==> src/rtl/sum_entry_controller.sv <==
`default_nettype none
// ============================================================================
//  Module      : sum_entry_controller
//  Description : Key-entry sequencer for a two-operand decimal adder. Builds
//                operands A and B (up to MAX_DIGITS decimal digits each) from
//                keypad events, launches the adder with a one-cycle
//                start_suma pulse, then captures and holds the sum for the
//                display path.
//                Optional feature macro: SUM_CTRL_TIMEOUT_EN (WAIT timeout
//                with sticky error flag; when undefined, error is tied to 0).
//  Revision    : 1.0  initial release
// ============================================================================
module sum_entry_controller #(
    parameter int MAX_DIGITS     = 3,
    parameter int TIMEOUT_CYCLES = 64
) (
    input  logic        clk,
    input  logic        reset,
    input  logic        key_valid,
    input  logic [3:0]  key_code,
    output logic [11:0] number1,
    output logic [11:0] number2,
    output logic        start_suma,
    input  logic [13:0] sum,
    input  logic        valid,
    output logic [13:0] result,
    output logic        result_valid,
    output logic [11:0] entry_value,
    output logic        busy,
    output logic [2:0]  state,
    output logic        error
);

    // FSM encoding
    localparam logic [2:0] c_ENTER_A = 3'd0;
    localparam logic [2:0] c_ENTER_B = 3'd1;
    localparam logic [2:0] c_START   = 3'd2;
    localparam logic [2:0] c_WAIT    = 3'd3;
    localparam logic [2:0] c_SHOW    = 3'd4;

    localparam logic [3:0] c_KEY_ENTER = 4'hA;
    localparam logic [3:0] c_KEY_CLEAR = 4'hB;

    localparam int                 c_CNT_W   = $clog2(MAX_DIGITS + 1);
    localparam logic [c_CNT_W-1:0] c_MAX_CNT = c_CNT_W'(MAX_DIGITS);
    localparam logic [c_CNT_W-1:0] c_ONE_CNT = c_CNT_W'(1);

    // Reject illegal configurations at elaboration
    if ((MAX_DIGITS < 1) || (MAX_DIGITS > 3) || (TIMEOUT_CYCLES < 1)) begin : g_param_check
        $error("sum_entry_controller: illegal MAX_DIGITS or TIMEOUT_CYCLES");
    end

    logic [2:0]         r_state;
    logic [2:0]         w_state_next;
    logic [11:0]        r_num1;
    logic [11:0]        r_num2;
    logic [13:0]        r_result;
    logic [11:0]        r_entry;
    logic [c_CNT_W-1:0] r_cnt;
    logic               r_wait_first;

    logic [11:0]        w_num1_next;
    logic [11:0]        w_num2_next;
    logic [13:0]        w_result_next;
    logic [11:0]        w_entry_next;
    logic [c_CNT_W-1:0] w_cnt_next;

    logic               w_is_digit;
    logic               w_is_enter;
    logic               w_is_clear;
    logic [11:0]        w_digit;
    logic               w_cnt_ok;
    logic               w_capture;
    logic               w_timeout;

    // Shift one decimal digit into an operand (bounded to 999 by the digit count)
    function automatic logic [11:0] f_push_digit(input logic [11:0] val, input logic [11:0] dig);
        f_push_digit = {val[8:0], 3'b000} + {val[10:0], 1'b0} + dig;
    endfunction

    assign w_is_digit = key_valid && (key_code <= 4'd9);
    assign w_is_enter = key_valid && (key_code == c_KEY_ENTER);
    assign w_is_clear = key_valid && (key_code == c_KEY_CLEAR);
    assign w_digit    = {8'd0, key_code};
    assign w_cnt_ok   = (r_cnt < c_MAX_CNT);
    // The first WAIT cycle may still see the previous operation's valid
    assign w_capture  = (r_state == c_WAIT) && !r_wait_first && valid;

`ifdef SUM_CTRL_TIMEOUT_EN
    localparam int                 c_TMO_W    = $clog2(TIMEOUT_CYCLES + 1);
    localparam logic [c_TMO_W-1:0] c_TMO_LAST = c_TMO_W'(TIMEOUT_CYCLES - 1);

    logic [c_TMO_W-1:0] r_tmo_cnt;
    logic               r_error;

    // Count cycles spent in WAIT; restarts on every new operation
    always_ff @(posedge clk or negedge reset) begin
        if (!reset) begin
            r_tmo_cnt <= '0;
        end else if (r_state != c_WAIT) begin
            r_tmo_cnt <= '0;
        end else begin
            r_tmo_cnt <= r_tmo_cnt + c_TMO_W'(1);
        end
    end

    assign w_timeout = (r_state == c_WAIT) && !w_capture && !w_is_clear &&
                       (r_tmo_cnt == c_TMO_LAST);

    // Sticky timeout flag, cleared only by reset
    always_ff @(posedge clk or negedge reset) begin
        if (!reset) begin
            r_error <= 1'b0;
        end else if (w_timeout) begin
            r_error <= 1'b1;
        end
    end

    assign error = r_error;
`else
    assign w_timeout = 1'b0;
    assign error     = 1'b0;
`endif

    // State register
    always_ff @(posedge clk or negedge reset) begin
        if (!reset) begin
            r_state <= c_ENTER_A;
        end else begin
            r_state <= w_state_next;
        end
    end

    // Next-state logic; CLEAR overrides everything
    always_comb begin
        w_state_next = r_state;
        if (w_is_clear) begin
            w_state_next = c_ENTER_A;
        end else begin
            case (r_state)
                c_ENTER_A: if (w_is_enter) w_state_next = c_ENTER_B;
                c_ENTER_B: if (w_is_enter) w_state_next = c_START;
                c_START:   w_state_next = c_WAIT;
                c_WAIT:    if (w_capture || w_timeout) w_state_next = c_SHOW;
                c_SHOW:    if (w_is_digit) w_state_next = c_ENTER_A;
                default:   w_state_next = c_ENTER_A;
            endcase
        end
    end

    // State-decoded outputs
    always_comb begin
        start_suma   = (r_state == c_START);
        busy         = (r_state == c_START) || (r_state == c_WAIT);
        result_valid = (r_state == c_SHOW);
    end

    // Datapath next values: operands, digit count, captured result, display mirror
    always_comb begin
        w_num1_next   = r_num1;
        w_num2_next   = r_num2;
        w_cnt_next    = r_cnt;
        w_result_next = r_result;
        if (w_is_clear) begin
            w_num1_next   = '0;
            w_num2_next   = '0;
            w_cnt_next    = '0;
            w_result_next = '0;
        end else begin
            case (r_state)
                c_ENTER_A: begin
                    if (w_is_digit && w_cnt_ok) begin
                        w_num1_next = f_push_digit(r_num1, w_digit);
                        w_cnt_next  = r_cnt + c_ONE_CNT;
                    end else if (w_is_enter) begin
                        w_cnt_next  = '0;
                    end
                end
                c_ENTER_B: begin
                    if (w_is_digit && w_cnt_ok) begin
                        w_num2_next = f_push_digit(r_num2, w_digit);
                        w_cnt_next  = r_cnt + c_ONE_CNT;
                    end else if (w_is_enter) begin
                        w_cnt_next  = '0;
                    end
                end
                c_WAIT: begin
                    if (w_capture) begin
                        w_result_next = sum;
                    end else if (w_timeout) begin
                        w_result_next = '0;
                    end
                end
                c_SHOW: begin
                    // A digit starts a fresh operation with this digit as A's first
                    if (w_is_digit) begin
                        w_num1_next = w_digit;
                        w_num2_next = '0;
                        w_cnt_next  = c_ONE_CNT;
                    end
                end
                default: ;
            endcase
        end
        // Display tracks the operand being typed and freezes otherwise
        if (w_state_next == c_ENTER_A) begin
            w_entry_next = w_num1_next;
        end else if (w_state_next == c_ENTER_B) begin
            w_entry_next = w_num2_next;
        end else begin
            w_entry_next = r_entry;
        end
    end

    // Datapath registers
    always_ff @(posedge clk or negedge reset) begin
        if (!reset) begin
            r_num1       <= '0;
            r_num2       <= '0;
            r_cnt        <= '0;
            r_result     <= '0;
            r_entry      <= '0;
            r_wait_first <= 1'b0;
        end else begin
            r_num1       <= w_num1_next;
            r_num2       <= w_num2_next;
            r_cnt        <= w_cnt_next;
            r_result     <= w_result_next;
            r_entry      <= w_entry_next;
            r_wait_first <= (r_state == c_START);
        end
    end

    assign number1     = r_num1;
    assign number2     = r_num2;
    assign result      = r_result;
    assign entry_value = r_entry;
    assign state       = r_state;

endmodule
`default_nettype wire

==> config.mk <==
export PLATFORM = sky130hd
export DESIGN_NAME = sum_entry_controller
export DESIGN_NICKNAME = d
export VERILOG_FILES = /design/src/rtl/sum_entry_controller.sv
export SDC_FILE = /design/constraint.sdc
export NUM_CORES = 1
export LEC_CHECK = 0
export ABC_AREA = 0
export ABC_CLOCK_PERIOD_IN_PS = 2800
export CAP_MARGIN = 0
export CORE_UTILIZATION = 47
export DETAILED_ROUTE_END_ITERATION = 10
export GPL_ROUTABILITY_DRIVEN = 0
export GPL_TIMING_DRIVEN = 0
export PLACE_DENSITY = 0.88
export SLEW_MARGIN = 40
export SYNTH_ARGS = -nofsm -noshare
export SYNTH_HDL_FRONTEND = slang
export SYNTH_SLANG_ARGS = --single-unit
==> constraint.sdc <==
create_clock -name clk -period 2.8 [get_ports clk]
set_input_delay 0.56 -clock clk [delete_from_list [all_inputs] [get_ports clk]]
set_output_delay 0.56 -clock clk [all_outputs]
set_load 0.01 [all_outputs]
Word-level counts from Yosys, hierarchy flattened
Cells that the tools add are included.

Input port bits: 22. Output and inout port bits: 57. Register bits: 56.

Magnitude comparators: 2. Add/subtract/negate cells: 5. Reductions and logical operators: 17. Mux-type cells: 24. Eq/ne operators: 9.

Operators by type and width (count): 12-bit two-way mux (8); 12-bit one-hot mux with 2 select lines (2); 14-bit two-way mux (3); 12-bit adder (2); 12-bit by 4-bit adder with 12-bit output (2); 3-bit two-way mux (5); 3-bit one-hot mux with 5 select lines (1); 4-bit == test, second input constant (2); 2-bit two-way mux (4); 3-bit by 1-bit == test with 1-bit output, second input constant (2); 3-bit by 2-bit == test with 1-bit output, second input constant (2); 1-bit logical AND (6); 3-bit logical NOT (2); 2-bit nonzero test (3); 4-bit less-or-equal comparator, second input constant (1); 4-bit by 1-bit inequality test with 1-bit output, second input constant (1); 2-bit one-hot mux with 2 select lines (1); 3-bit == test, second input constant (1); 3-bit by 1-bit inequality test with 1-bit output, second input constant (1); 3-bit AND reduction (1); 3-bit nonzero test (1); 2-bit by 1-bit adder with 2-bit output, second input constant (1); 2-bit < comparator, second input constant (1); 2-bit AND reduction (1); other kinds (3) (3).

Logic depth before layout (Yosys ltp)
Depth in word-level cells: 9. Mapped depth: 10. Mapped depth without buffers: 10.

Worst setup path after synthesis
No wires, ideal clock.

Path type: input to register. Start: in key_code[3]. End: reg r_entry[8], in the netlist entry_value[8]. Library setup time: 0.126 ns. Data arrival time: 2.851 ns. Setup slack: -0.177 ns. Stages on the path: 10. Required time: 2.674 ns. Cells stage by stage: inv_1 > fa_1 > inv_1 > fa_1 > a211o_1 > a21oi_1 > o21bai_1 > xor2_1 > a22o_1 > a221o_1.

RTL lines: start: declaration (line 20) `input logic [3:0] key_code,`; branches (longest 5 deep; another with 12-bit by 4-bit adder with 12-bit output); 12-bit two-way mux (*) (line 164) `if (w_is_clear) begin`; via w_num1_next[8] (line 62) `logic [11:0] w_num1_next;`; 12-bit two-way mux (*) (line 206) `if (w_state_next == c_ENTER_A) begin`; end signal: assignment (line 229) `r_entry <= w_entry_next;`; end: declaration (line 58) `logic [11:0] r_entry;`.

Mark *: on every way through the listed nets, which the timed path passes. The select of a mux whose other input is x is not followed. A chain may end at the register's enable or synchronous reset.

Final worst setup path
Start: in key_code[3]. End: reg r_entry[11], in the netlist entry_value[11].

Cells in the longest elaborated chain, start to end: 8.

Ends and longest elaborated chain: branches (longest 8 deep; another with 12-bit by 4-bit adder with 12-bit output).

Several ways; the timed one is not identified. The select of a mux whose other input is x is not followed.

==> metrics.txt <==
outcome finished with violations; failing checks negative setup slack; largest family of logic cells by synthesized area compound AO/OA/AOI/OAI gates; Vias 3656; # hold bufs at CTS 0; Primary FF master, synth dfrtp_1; leakage power approximately 2.2 nW; sequential cell area fraction in the yosys report between 30% and 40%; crit path kind in2reg; XOR/XNOR share of the synthesized area 3.037%; number of global-route vias before repair ~3.6k; Fin Setup TNS -0.001201 ns; Synth area leaders dfrtp_1, ha_1, a21oi_1; internal power between 3 and 4 mW; total iterations of the first detailed-routing run 5; CTS Buf Count 5; most frequent cells in the layout clkdlybuf4s50_1, dfrtp_1, nand2_1, a21oi_1, ha_1; Clock power frac under 10%; fin worst setup slack -0.001201 ns; fin nets 560; Cell Pwr Density between 1000 and 1500 nW/µm²; Synth area leader dfrtp_1; Relative slew margins 49.55%; largest net degree at the start of global routing 38; WL/cell roughly 18 µm; final WL approximately 11 mm; Switching Share between 40 and 50%; CTS root buffer clkbuf_8; endpoints failing setup 1; Sequential Power Share between 20% and 30%; Max-Cap Viols 0; # H-tree levels 2; WP data required 3.00 ns; Die Ht 91.31 µm; die area around 8300 µm²; Slew @ Worst Pin roughly 0.75 ns; Worst Reg-to-Reg Cells 8; # DRC 0; I/O pin cnt a little under 80; worst min path class in2async; Critical Path Fanout Max 5; CP Launch Type input port; Starting Density approximately 49%; EDFF count, synth 0; total gr overflow 0; Finished Cell Area slightly below 5000 µm²; Multi-input gate area 2265 µm²; Total GRT Usage 25.86%; clock sink total 56; port bufs 75; Final period util 100.0%; Worst-Skew Late Latency 0.31 ns; Worst VDD drop approximately 0.93 mV; Synth Warn # 0; WP data arrival ~3.0 ns; Placement Rows 32; syn nets between 400 and 500; initial antenna violation count 0; Fmax roughly 360 MHz; P_sw around 2.7 mW; RR Endpoint entry_value[11]; Clock Pin Slew Worst Setup and Hold Paths around 0.09 ns; Final min period about 2.8 ns; Syn Area/Cell approximately 9.4 µm²; RR Startpoint number2[3]; unrepaired setup endpoints after global routing yes; Synth cell types 66; Synth async-reset ratio 100.0%; CP endpoint kind register; clk buf depth 2; FF+latch count, synth 56; ANT nets after route 0; CTS tree yes; post-synth top area share 37.38%; Reg area 1406 µm²; # fillers between 500 and 600; Netlist Area Pre-Place around 3700 µm²; compound-cell area share of the yosys netlist 22.70%; Fin Hold WS around 0.12 ns; die width about 91 µm; adder-cell share of the synthesized area between 10% and 20%; core box area 7727 µm²; drt initial violations between 300 and 400; most common cell after layout, fill and taps aside clkdlybuf4s50_1; Comb power frac between 60% and 70%; # diodes 0; Via density between 6 and 7; placed inst area ~4700 µm²; share of layout cells above drive strength 1 around an eighth; final hold violation count 0; Worst R2R Setup Slack ~0.02 ns; DP HPWL between 7 and 8 mm; post-synthesis mux area share 0.5674%; Setup Skew around 0.0062 ns; Area Growth Syn to Fin 31.84%; post-synthesis simple-gate area fraction between 10% and 20%; first-pass GRT wire length ~17 mm; Post-Syn Instances about 400; Pins Over Slew Limit 0
worst max-delay path: stages:
cell and delay (ns):
buf_8 0.08, clkinvlp_4 0.10, buf_6 0.14, fa_1 0.49
inv_2 0.06, ha_1 0.27, a21o_1 0.18, nand3_4 0.11
a211o_1 0.30, and3_1 0.16, or4_1 0.41, o221a_2 0.14
worst max-delay path by stage:
stage,start,to,slack (ns),cells after the start
floorplan,key_code[3],entry_value[8],-0.02,10
finish,key_code[3],entry_value[11],-0.001,12
global route,key_code[3],entry_value[11],-0.10,12
global placement,key_code[3],entry_value[10],-0.93,11
detailed placement,key_code[3],entry_value[10],-0.94,11
CTS,number1[0],entry_value[8],-0.01,10
registers in the layout, summed over array words and instances (netlist names):
signal and count:
state 3, number1 12, r_cnt 2, number2 12, result 14, entry_value 12
r_wait_first 1
metal layers:
layer,share of wire [%],vias to the layer above,track usage [%]
met5,0,-,0
met4,2.7,0,8.862
met3,7.3,24,4.104
met2,50,186,43.94
met1,40,1773,33.49
li1,-,1673,-
power by group through the flow:
stage	combinational, mW	sequential [mW]	clock [mW]
2_1_floorplan	2.16	1.57	0
3_3_place_gp	3.46	1.48	0
3_5_place_dp	3.62	1.49	0
4_1_cts	3.82	1.46	0.462
5_1_grt	4.40	1.51	0.487
6_report	4.07	1.47	0.458
final cells by class:
type / instances / area share [%]
multi-input combinational: 308 / 45.82
sequential: 56 / 28.46
timing repair buffer: 91 / 17.92
tap: 102 / 2.582
buffer: 18 / 1.975
clock buffer: 6 / 1.671
inverter: 17 / 1.367
clock inverter: 2 / 0.2025
cell usage after synthesis (2+ instances only):
cell type and instances:
or3_1 2, dfrtp_1 56, o211a_1 2, inv_1 16
or4_1 5, o211ai_1 8, a211o_1 4, nand4_1 4
a22o_1 8, nor2_1 28, xor2_1 6, o2111ai_1 2
o31ai_1 2, o311ai_0 2, nand3_1 6, a2111o_1 2
a211oi_1 4, ha_1 37, nand2_1 51, o21ai_0 11
o21a_1 5, or2_0 2, buf_4 3, nor2b_1 2
a32oi_1 4, and3_1 3, a31oi_1 2, and2_1 5
a21oi_1 41, o221a_2 2, a21o_1 8, fa_1 4
xnor2_1 7, buf_2 3, clkbuf_1 10, and4_1 3
nand2b_1 2, a221o_1 4, a22oi_1 3, nor3_1 3
buf_6 2
cell families (layout without fill, tap and decap cells):
family                   count (synthesis)  after routing
buffers and inverters                   35            134
AND/OR/NAND/NOR                        129            129
other                                    1              1
adder cells (fa/ha/maj)                 41             41
XOR/XNOR                                13             13
multiplexers                             2              2
flip-flops                              56             56
AO/OA/AOI/OAI                          122            122
stage by stage:
step / cells / util (%) / total power [mW] / setup WS [ns]
final: 600 / 63.96 / 5.994 / -0.001201
after global placement: 576 / 60.10 / 4.934 / -0.9286
after detailed placement: 577 / 60.33 / 5.113 / -0.9448
after CTS: 593 / 62.65 / 5.741 / -0.01380
after floorplan: 399 / - / 3.732 / -0.01908
after global routing: 600 / 63.96 / 6.397 / -0.1012
what timing repair did:
action,4_1_cts,5_1_grt
resized for setup,23,11
gates cloned,0,0
endpoints found under the setup margin,19,7
buffers inserted,8,7
pin swaps,11,19
(Power assumes the default switching activity.)
==> variant, RTL diff (same flow settings) <==
The option `SUM_CTRL_TIMEOUT_EN` is turned on by a define.
--- a/src/rtl/sum_entry_controller.sv
+++ b/src/rtl/sum_entry_controller.sv
@@ -10,6 +10,8 @@
 //                with sticky error flag; when undefined, error is tied to 0).
 //  Revision    : 1.0  initial release
 // ============================================================================
+`define SUM_CTRL_TIMEOUT_EN
+
 module sum_entry_controller #(
     parameter int MAX_DIGITS     = 3,
     parameter int TIMEOUT_CYCLES = 64
Function: same outputs for any inputs over 4 cycles, from zero or initial values and one cycle with reset low; that may be too few to reach the edited logic, so the function may still have changed.
==> variant against the unedited design <==
  * The flow still finishes with violations (setup timing)
  * Combinational power decreased by 4%
  * Wire length shrank 2.7%
  * Synthesized area up 5.0%
  * First-iteration DRC count decreased by 40%
  * Power rose by 6.1%
  * Global-route usage shrank 1.2 points
  * Sequential cell count rose by 8
  * Worst setup slack got worse by 0.16 ns
  * Cell area grew 5.8%
  * Synthesized cell count down 1.5%
  * Largest power group unchanged
  * Highest routed layer unchanged
==> variant: results (changes against the unedited design) <==
- The largest stage delay on the critical path is 0.41 ns (was 0.49 ns).
- The via count of the first global-routing pass was 3410 (was 3578).
- The total CTS buffers was 9 (was 5).
- The number of unique standard cell types used by synthesis is 59 (was 66).
- The number of nets in the layout is 554 (was 560).
- The post-detailed-placement cell area is 4873 um2 (was 4662 um2).
- Violations in the final reports: setup timing (unchanged).
- The fraction of layout cells with a size suffix above 1 came to 13.13% (was 13.05%).
- The tightest hold margin is 0.1206 ns (was 0.1230 ns).
- The number of cells on the worst reg-to-reg path was 11 (was 8).
- The post-cts repair resize count is 10 (was 23).
- The detailed-route wire length per cell is 17.62 um (was 18.11 um).
- The mux contribution to synthesized area is 2.288% (was 0.5674%).
- The setup slack after layout is -0.1646 ns (was -0.001201 ns).
- The critical path start-end classification is reg -> reg (was in -> reg).
- The count of buffers inserted at the top-level ports was 77 (was 75).
- The startpoint of the worst-slack reg-to-reg timing path is number2[2] (was number2[3]).
- The relative slew slack was 57.24% (was 49.55%).
- The total routing usage reported by global routing is 24.69% (was 25.86%).
- The total negative slack was -0.1646 ns (was -0.001201 ns).
- The family with the most delay on the worst path is compound AO/OA/AOI/OAI gates (was adder cells).
- The arithmetic-cell share of the synthesized area counting full adders, half adders and majority gates is 14.11% (was 14.49%).
- The count of final setup violators is 1 (unchanged).
- The maximum level of the CTS H-tree is 3 (was 2).
- Outcome: finished with violations (unchanged).
- The number of placed instances with taps included was 576 (was 577).
-- variant: cell type report --
cell class,count,area [um2],share of cell area (%)
well taps,105,131.4,2.513
repair buffers,86,843.3,16.13
clock buffers,11,131.4,2.513
inverters,18,72.57,1.388
multi-input cells,298,2303,44.05
flip-flops and latches,64,1602,30.63
plain buffers,13,63.81,1.220
clock inverters,5,81.33,1.555
-- variant: power breakdown --
| group | leakage, nW | total [mW] | internal [mW] | switching [mW] |
|---|---|---|---|---|
| combinational | 1.49 | 3.89 | 1.90 | 1.99 |
| clock | 0.104 | 0.883 | 0.502 | 0.381 |
| sequential | 0.826 | 1.59 | 1.27 | 0.316 |
-- variant: layer usage --
| layer | share of wire, % | GRT usage [%] |
|---|---|---|
| met3 | 7.3 | 6.667 |
| met4 | 3.1 | 8.718 |
| met1 | 40 | 30.75 |
| met5 | 0 | 0 |
| met2 | 50 | 41.18 |
